[config.mk]
export PLATFORM = sky130hd
export DESIGN_NAME = ascon_block_feeder
export DESIGN_NICKNAME = d
export VERILOG_FILES = /design/src/rtl/ascon_block_feeder.sv
export SDC_FILE = /design/constraint.sdc
export NUM_CORES = 1
export LEC_CHECK = 0
export CELL_PAD_IN_SITES_DETAIL_PLACEMENT = 1
export CELL_PAD_IN_SITES_GLOBAL_PLACEMENT = 2
export CORE_MARGIN = 5
export CORE_UTILIZATION = 29
export CTS_CLUSTER_SIZE = 14
export DETAILED_ROUTE_END_ITERATION = 7
export MAX_ROUTING_LAYER = met4
export PLACE_DENSITY = 0.89
export SETUP_SLACK_MARGIN = 0.15
export SLEW_MARGIN = 20
export SYNTH_ARGS = -nofsm -noshare
export SYNTH_HDL_FRONTEND = slang
export SYNTH_SLANG_ARGS = --single-unit
export TNS_END_PERCENT = 100
[constraint.sdc]
create_clock -name clock_i -period 2.6 [get_ports clock_i]
set_clock_uncertainty 0.1 [all_clocks]
set_input_delay 0.78 -clock clock_i [delete_from_list [all_inputs] [get_ports clock_i]]
set_output_delay 0.78 -clock clock_i [all_outputs]
set_load 0.03 [all_outputs]
[src/rtl/ascon_block_feeder.sv]
// Groups a 64-bit word stream into Ascon rate blocks (64 or 128 bits), applies 10* padding
// and presents each block right-aligned with its index under a valid/ready handshake.
module ascon_block_feeder #(
  parameter int unsigned nb_bits_data = 128
) (
  input  logic                    clock_i,
  input  logic                    resetb_i,
  input  logic                    start_i,
  input  logic [7:0]              size_treated_data_r_i,
  input  logic [63:0]             data_i,
  input  logic [3:0]              data_bytes_i,
  input  logic                    data_last_i,
  input  logic                    data_valid_i,
  output logic                    data_ready_o,
  output logic [nb_bits_data-1:0] bloc_o,
  output logic [3:0]              bloc_s_o,
  output logic                    bloc_last_o,
  output logic                    bloc_valid_o,
  input  logic                    bloc_ready_i,
  output logic                    done_o
);

  typedef enum logic [1:0] {StIdle, StFill, StEmit, StPad} state_t;

  state_t                  state;
  logic                    rate128;
  logic                    final_blk;
  logic                    need_pad;
  logic [3:0]              offset;
  logic                    accept;
  logic                    fill_done;
  logic [3:0]              n_eff;
  logic [63:0]             word;
  logic [nb_bits_data-1:0] pad_blk;

  always_comb begin
    accept    = data_valid_i && data_ready_o;
    fill_done = !rate128 || (offset == 4'd8);
    if (!data_last_i || (data_bytes_i > 4'd8)) n_eff = 4'd8;
    else                                        n_eff = data_bytes_i;
    // Keep the first n bytes, drop 0x80 right after them on a short last word.
    word = '0;
    for (int i = 0; i < 8; i++) begin
      if (4'(i) < n_eff)       word[63-8*i -: 8] = data_i[63-8*i -: 8];
      else if (4'(i) == n_eff) word[63-8*i -: 8] = 8'h80;
    end
    pad_blk = '0;
    if (rate128) pad_blk[127:120] = 8'h80;
    else         pad_blk[63:56]   = 8'h80;
  end

  always_ff @(posedge clock_i or negedge resetb_i) begin
    if (!resetb_i) begin
      state        <= StIdle;
      rate128      <= 1'b0;
      final_blk    <= 1'b0;
      need_pad     <= 1'b0;
      offset       <= 4'd0;
      data_ready_o <= 1'b0;
      bloc_o       <= '0;
      bloc_s_o     <= 4'd0;
      bloc_last_o  <= 1'b0;
      bloc_valid_o <= 1'b0;
      done_o       <= 1'b0;
    end else begin
      done_o <= 1'b0;
      unique case (state)
        StIdle: begin
          if (start_i) begin
            rate128      <= (size_treated_data_r_i == 8'd128);
            bloc_s_o     <= 4'd0;
            offset       <= 4'd0;
            bloc_o       <= '0;
            final_blk    <= 1'b0;
            need_pad     <= 1'b0;
            data_ready_o <= 1'b1;
            state        <= StFill;
          end
        end
        StFill: begin
          if (accept) begin
            if (rate128 && (offset == 4'd0)) bloc_o[127:64] <= word;
            else                             bloc_o[63:0]   <= word;
            if (data_last_i) begin
              data_ready_o <= 1'b0;
              bloc_valid_o <= 1'b1;
              state        <= StEmit;
              if ((n_eff == 4'd8) && fill_done) begin
                need_pad <= 1'b1;
              end else begin
                final_blk   <= 1'b1;
                bloc_last_o <= 1'b1;
                // Full last word in the first half of a 128-bit block: pad lands in the second.
                if (n_eff == 4'd8) bloc_o[63:0] <= {8'h80, 56'h0};
              end
            end else if (fill_done) begin
              data_ready_o <= 1'b0;
              bloc_valid_o <= 1'b1;
              state        <= StEmit;
            end else begin
              offset <= 4'd8;
            end
          end
        end
        StEmit: begin
          if (bloc_ready_i) begin
            if (final_blk) begin
              bloc_valid_o <= 1'b0;
              bloc_last_o  <= 1'b0;
              final_blk    <= 1'b0;
              bloc_o       <= '0;
              done_o       <= 1'b1;
              state        <= StIdle;
            end else begin
              if (bloc_s_o != 4'hf) bloc_s_o <= bloc_s_o + 4'd1;
              if (need_pad) begin
                need_pad    <= 1'b0;
                bloc_o      <= pad_blk;
                bloc_last_o <= 1'b1;
                state       <= StPad;
              end else begin
                bloc_o       <= '0;
                offset       <= 4'd0;
                bloc_valid_o <= 1'b0;
                data_ready_o <= 1'b1;
                state        <= StFill;
              end
            end
          end
        end
        StPad: begin
          if (bloc_ready_i) begin
            bloc_valid_o <= 1'b0;
            bloc_last_o  <= 1'b0;
            bloc_o       <= '0;
            done_o       <= 1'b1;
            state        <= StIdle;
          end
        end
        default: state <= StIdle;
      endcase
    end
  end

endmodule

# Word-level counts from Yosys, hierarchy flattened
# Index checks and enable logic that the tools add are counted.
[word_totals]
reg_bits = 145
out_inout_bits = 136
word_cells = 163
inputBits = 82
[op_classes]
n_lt_le_gt_ge = 9
n_eq_ne = 30
n_addsub = 1
reduce_logical = 24
muxes = 87
[op_table]
columns = ["cell", "count"]
rows = [
  ["128-bit 2-to-1 mux", 6],
  ["128-bit one-hot mux with 4 select lines", 1],
  ["64-bit 2-to-1 mux", 5],
  ["8-bit 2-to-1 mux", 18],
  ["4-bit 2-to-1 mux", 11],
  ["1-bit 2-to-1 mux", 29],
  ["2-bit inequality test, second input constant", 13],
  ["7-bit AND reduction", 3],
  ["3-bit by 4-bit == test with 1-bit output, first input constant", 4],
  ["3-bit by 4-bit < comparator with 1-bit output, first input constant", 4],
  ["2-bit 2-to-1 mux", 8],
  ["1-bit one-hot mux with 3 select lines", 5],
  ["5-bit AND reduction", 3],
  ["4-bit one-hot mux with 3 select lines", 1],
  ["6-bit AND reduction", 2],
  ["3-bit inequality test, second input constant", 3],
  ["2-bit by 4-bit == test with 1-bit output, first input constant", 2],
  ["4-bit == test, second input constant", 2],
  ["8-bit == test, second input constant", 1],
  ["4-bit zero test", 2],
  ["1-bit by 4-bit < comparator with 1-bit output, first input constant", 2],
  ["2-bit by 4-bit < comparator with 1-bit output, first input constant", 2],
  ["2-bit one-hot mux with 4 select lines", 1],
  ["4-bit one-hot mux with 2 select lines", 1],
  ["other kinds (16)", 22],
]

# Longest topological paths before layout
[depth]
depth_word = 12
depth_mapped = 9
ltp_nobuf = 6

# Least setup slack after synthesis
# Ideal clock, no wire load.
[synth_path]
path_type = "input to register"
from = "input data_valid_i"
to = "register bloc_o[104]"
stages = 6
t_required_ps = 2378
n_path_buf = 2
setup_time_ps = 122
arrival_time_ps = 1786
setup_slack_ps = 592
path_cell_list = "a21boi_4 -> nand4b_4 -> nor3_2 -> buf_6 -> buf_4 -> a32o_1"
[synth_via]
elab_chain_len = 3
[synth_lines]
columns = ["element", "line_no", "rtl"]
rows = [
  ["start: declaration", "13", "input logic data_valid_i,"],
  ["1-bit logical AND", "37", "accept = data_valid_i && data_ready_o;"],
  ["2-bit inequality test (no source line)", "n/a", ""],
  ["5-bit AND reduction (no source line)", "n/a", ""],
  ["end signal: assignment", "82", "if (rate128 && (offset == 4'd0)) bloc_o[127:64] <= word;"],
  ["end signal: assignment", "118", "bloc_o <= pad_blk;"],
  ["end: declaration", "15", "output logic [nb_bits_data-1:0] bloc_o,"],
]
# No other way between the ends.
# A chain may end at the register's enable or synchronous reset.

# Worst setup path in the final report
[layout_path]
from = "register bloc_o[95]"
to = "output bloc_o[95]"
# No word-level cell between the ends.

==> results.toml <==
[critical_path]
critical_path_class = "flop to output port"
r2r_start = "state[1]"
r2r_setup_slack_ns = 0.36
critical_path.cell_chain = "clkdlybuf4s50_1"
worst-endpoint-required_ns = 1.72
reg2reg_to = "bloc_o[42]"
crit_path_start_kind = "flop"
critPathSlowestCell = "clkdlybuf4s50_1"
r2r_cells = 8
cp_slowest_stage_delay_ns = 0.69
path_delay_family = "buffers and inverters"
worstPathArrival_ns = 1.49
cp-end-kind = "output port"
critPathMaxFanout = 2
timing.critical_path.buf_inv = 1

[layout]
final_nets = 776
area_growth_pct = 55.3
final_cell_mix = "211 x clkdlybuf4s50_1, 142 x dfrtp_1, 104 x a32o_1, 27 x buf_4, 19 x a21oi_1"
fin_util_pct = 45.9
fin_area_mm2 = 0.00932
nFillCells = 2122
mostFrequentLayoutCell = "clkdlybuf4s50_1"
drive_gt1_share_pct = 12.1
antenna_cells = 0

[clock_network]
cts.hold.buffers_added = 0
cts_buffers = 17
path_clk_slew_ns = 0.06
htree_levels = 4
cts_tree = "yes"
clk_latency_ns = 0.41
cts_buffer_depth = 2
cts_sinks = 142
clockRootBuffer = "clkbuf_16"

[routing]
drt-wirelength-per-cell_um = 22.1
first_pass_iters = 4
drtIter0Drc = 266
dr_total_vias = 5210
drc = 0
wl_mm = 21.5
drtAntennaViolNets = 0
vias_per_cell = 5.37

[status]
status = "finished clean"

[global_routing]
grt_pass1_wl_mm = 33.6
grt_pass1_vias = 5867
grt_usage_pct = 18.3
grt_max_degree = 53
antenna_found_initial = 0
grt_overflow_total = 0

[timing]
slew_viol_final = 0
hold_violations = 0
fin_ws_ns = 0.232
worst_pin_slew_ns = 0.502
max_freq_ghz = 0.422
slew_headroom_pct = 66.2
rsz0062_at_grt = "false"
fin_crit_sh_pct = 91.1
period_minus_slack_ns = 2.37
setup_viol = 0

[pwr]
p_seq_share_pct = 30.5
vdd_drop_max_uv = 495
p_per_area_mw_per_mm2 = 1020
leakagePower_nw = 3.94
net-switching-power_w = 0.00375
power.internal_w = 0.00575
clkPwrFrac_pct = 25.6
swShare_pct = 39.5
comb_power_share_pct = 43.8
power_w = 0.00950

[floorplan]
die_h_um = 154
start_util_pct = 29.6
die_w_um = 154
core_mm2 = 0.0203
num_rows = 52
die-area_mm2 = 0.0237
boundaryPins = 218

[synth]
postSynthCellCount = 456
synth_area_mm2 = 0.00600
yosysSeqAreaShare_pct = 59.2
async_flop_share_pct = 100
ys_ff_latch = 142
syn_nets = 544
synthFlopType = "dfrtp_1"
synth_edf_count = 0
yosys_warnings = 0
synthDistinctLibCells = 54
synth_area_per_cell_um2 = 13.2

[placement]
port_buffers = 217
place_area_mm2 = 0.00872
routabilityCongestion = 0.840
dp_slack_ns = -0.133
hpwlAfterDp_mm = 15.8

[flow_run]
maxCapViolations = 0

[hold_path]
hold_class = "primary input to asynchronous set/reset pin"
[flip-flops by register name, summed over array words and instances (netlist names)]
signal / cells
need_pad: 1
done_o: 1
bloc_s_o: 4
offset: 1
data_ready_o: 1
final_blk: 1
bloc_valid_o: 1
bloc_o: 128
bloc_last_o: 1
state: 2
rate128: 1
[cell usage after synthesis, types with 2 or more instances]
cell       count  area share [%]
a21o_1         3            0.38
a21oi_1       19             1.6
a22o_1        10             1.5
a311oi_1       2            0.29
a31oi_1        3            0.31
a32o_1       104              17
and2_1         2            0.21
and3_1         3            0.31
buf_2         14             1.2
buf_4         15             1.9
clkbuf_1      11            0.69
dfrtp_1      142              59
ha_1           6             1.3
inv_1          5            0.31
mux2i_1        3            0.50
nand2_1       19             1.2
nand2b_1       7            0.73
nand3_1        4            0.33
nand4_1        6            0.63
nor2_1         8            0.50
nor2b_1        6            0.63
nor3_2         2            0.33
nor4_1         4            0.42
o211ai_1       3            0.38
o21ai_0       16             1.3
o2bb2ai_1     10             1.5
or3_1          2            0.21
[timing repair]
action,CTS,global route
resized for setup,3,4
buffers inserted,0,0
pin swaps,0,0
setup endpoints to repair,3,16
endpoints found under the hold margin,0,0
[cell families (layout without fill, tap and decap cells)]
| family | after synthesis | count (layout) | synth area share, % |
|---|---|---|---|
| compound gates | 183 | 183 | 27.1 |
| flops | 142 | 142 | 59.2 |
| buf+inv | 47 | 292 | 4.30 |
| fa+ha+maj | 6 | 6 | 1.25 |
| simple gates | 74 | 74 | 7.47 |
| mux | 4 | 4 | 0.688 |
[how the worst max path moves through the flow]
stage / start / to / slack (ns) / cells after the start
after floorplan: data_valid_i / bloc_o[104] / 0.59 / 6
after global placement: data_last_i / bloc_last_o / -0.1 / 5
after detailed placement: data_last_i / bloc_last_o / -0.13 / 5
after CTS: bloc_s_o[1] / bloc_s_o[1] / 0.16 / 1
after global routing: bloc_o[70] / bloc_o[70] / 0.18 / 1
final: bloc_o[95] / bloc_o[95] / 0.23 / 1
[stage by stage]
step / cells / hold slack (ns) / setup TNS (ns)
2_1_floorplan: 456 / 0.384 / 0
4_1_cts: 971 / 0.227 / 0
3_3_place_gp: 939 / 0.370 / -2.82
6_report: 971 / 0.226 / 0
5_1_grt: 971 / 0.248 / 0
3_5_place_dp: 939 / 0.379 / -9.61
[area by class of cell]
cell class	instances	area, um2	area share [%]
clock buffers	20	457	4.90
clock inverters	12	135	1.45
inverters	5	18.8	0.201
multi-input cells	267	2220	23.8
repair buffers	255	2600	27.9
flip-flops and latches	142	3550	38.1
well taps	270	338	3.63
[power groups by stage]
stage / registers, W / logic [W] / clock network [W]
2_1_floorplan: 0.00362 / 0.00167 / 0
3_3_place_gp: 0.00291 / 0.00408 / 0
6_report: 0.00290 / 0.00416 / 0.00244
5_1_grt: 0.00295 / 0.00444 / 0.00261
3_5_place_dp: 0.00294 / 0.00421 / 0
4_1_cts: 0.00291 / 0.00421 / 0.00250
[layer usage]
metal  vias up  GRT usage, %  share of wire, %
met1      2681          21.9                42
met2       194          30.3                50
li1       2308             -                 -
met5         -             -                 0
met3        27          5.06               6.1
met4         0          5.68               2.4
(Power assumes the default switching activity.)
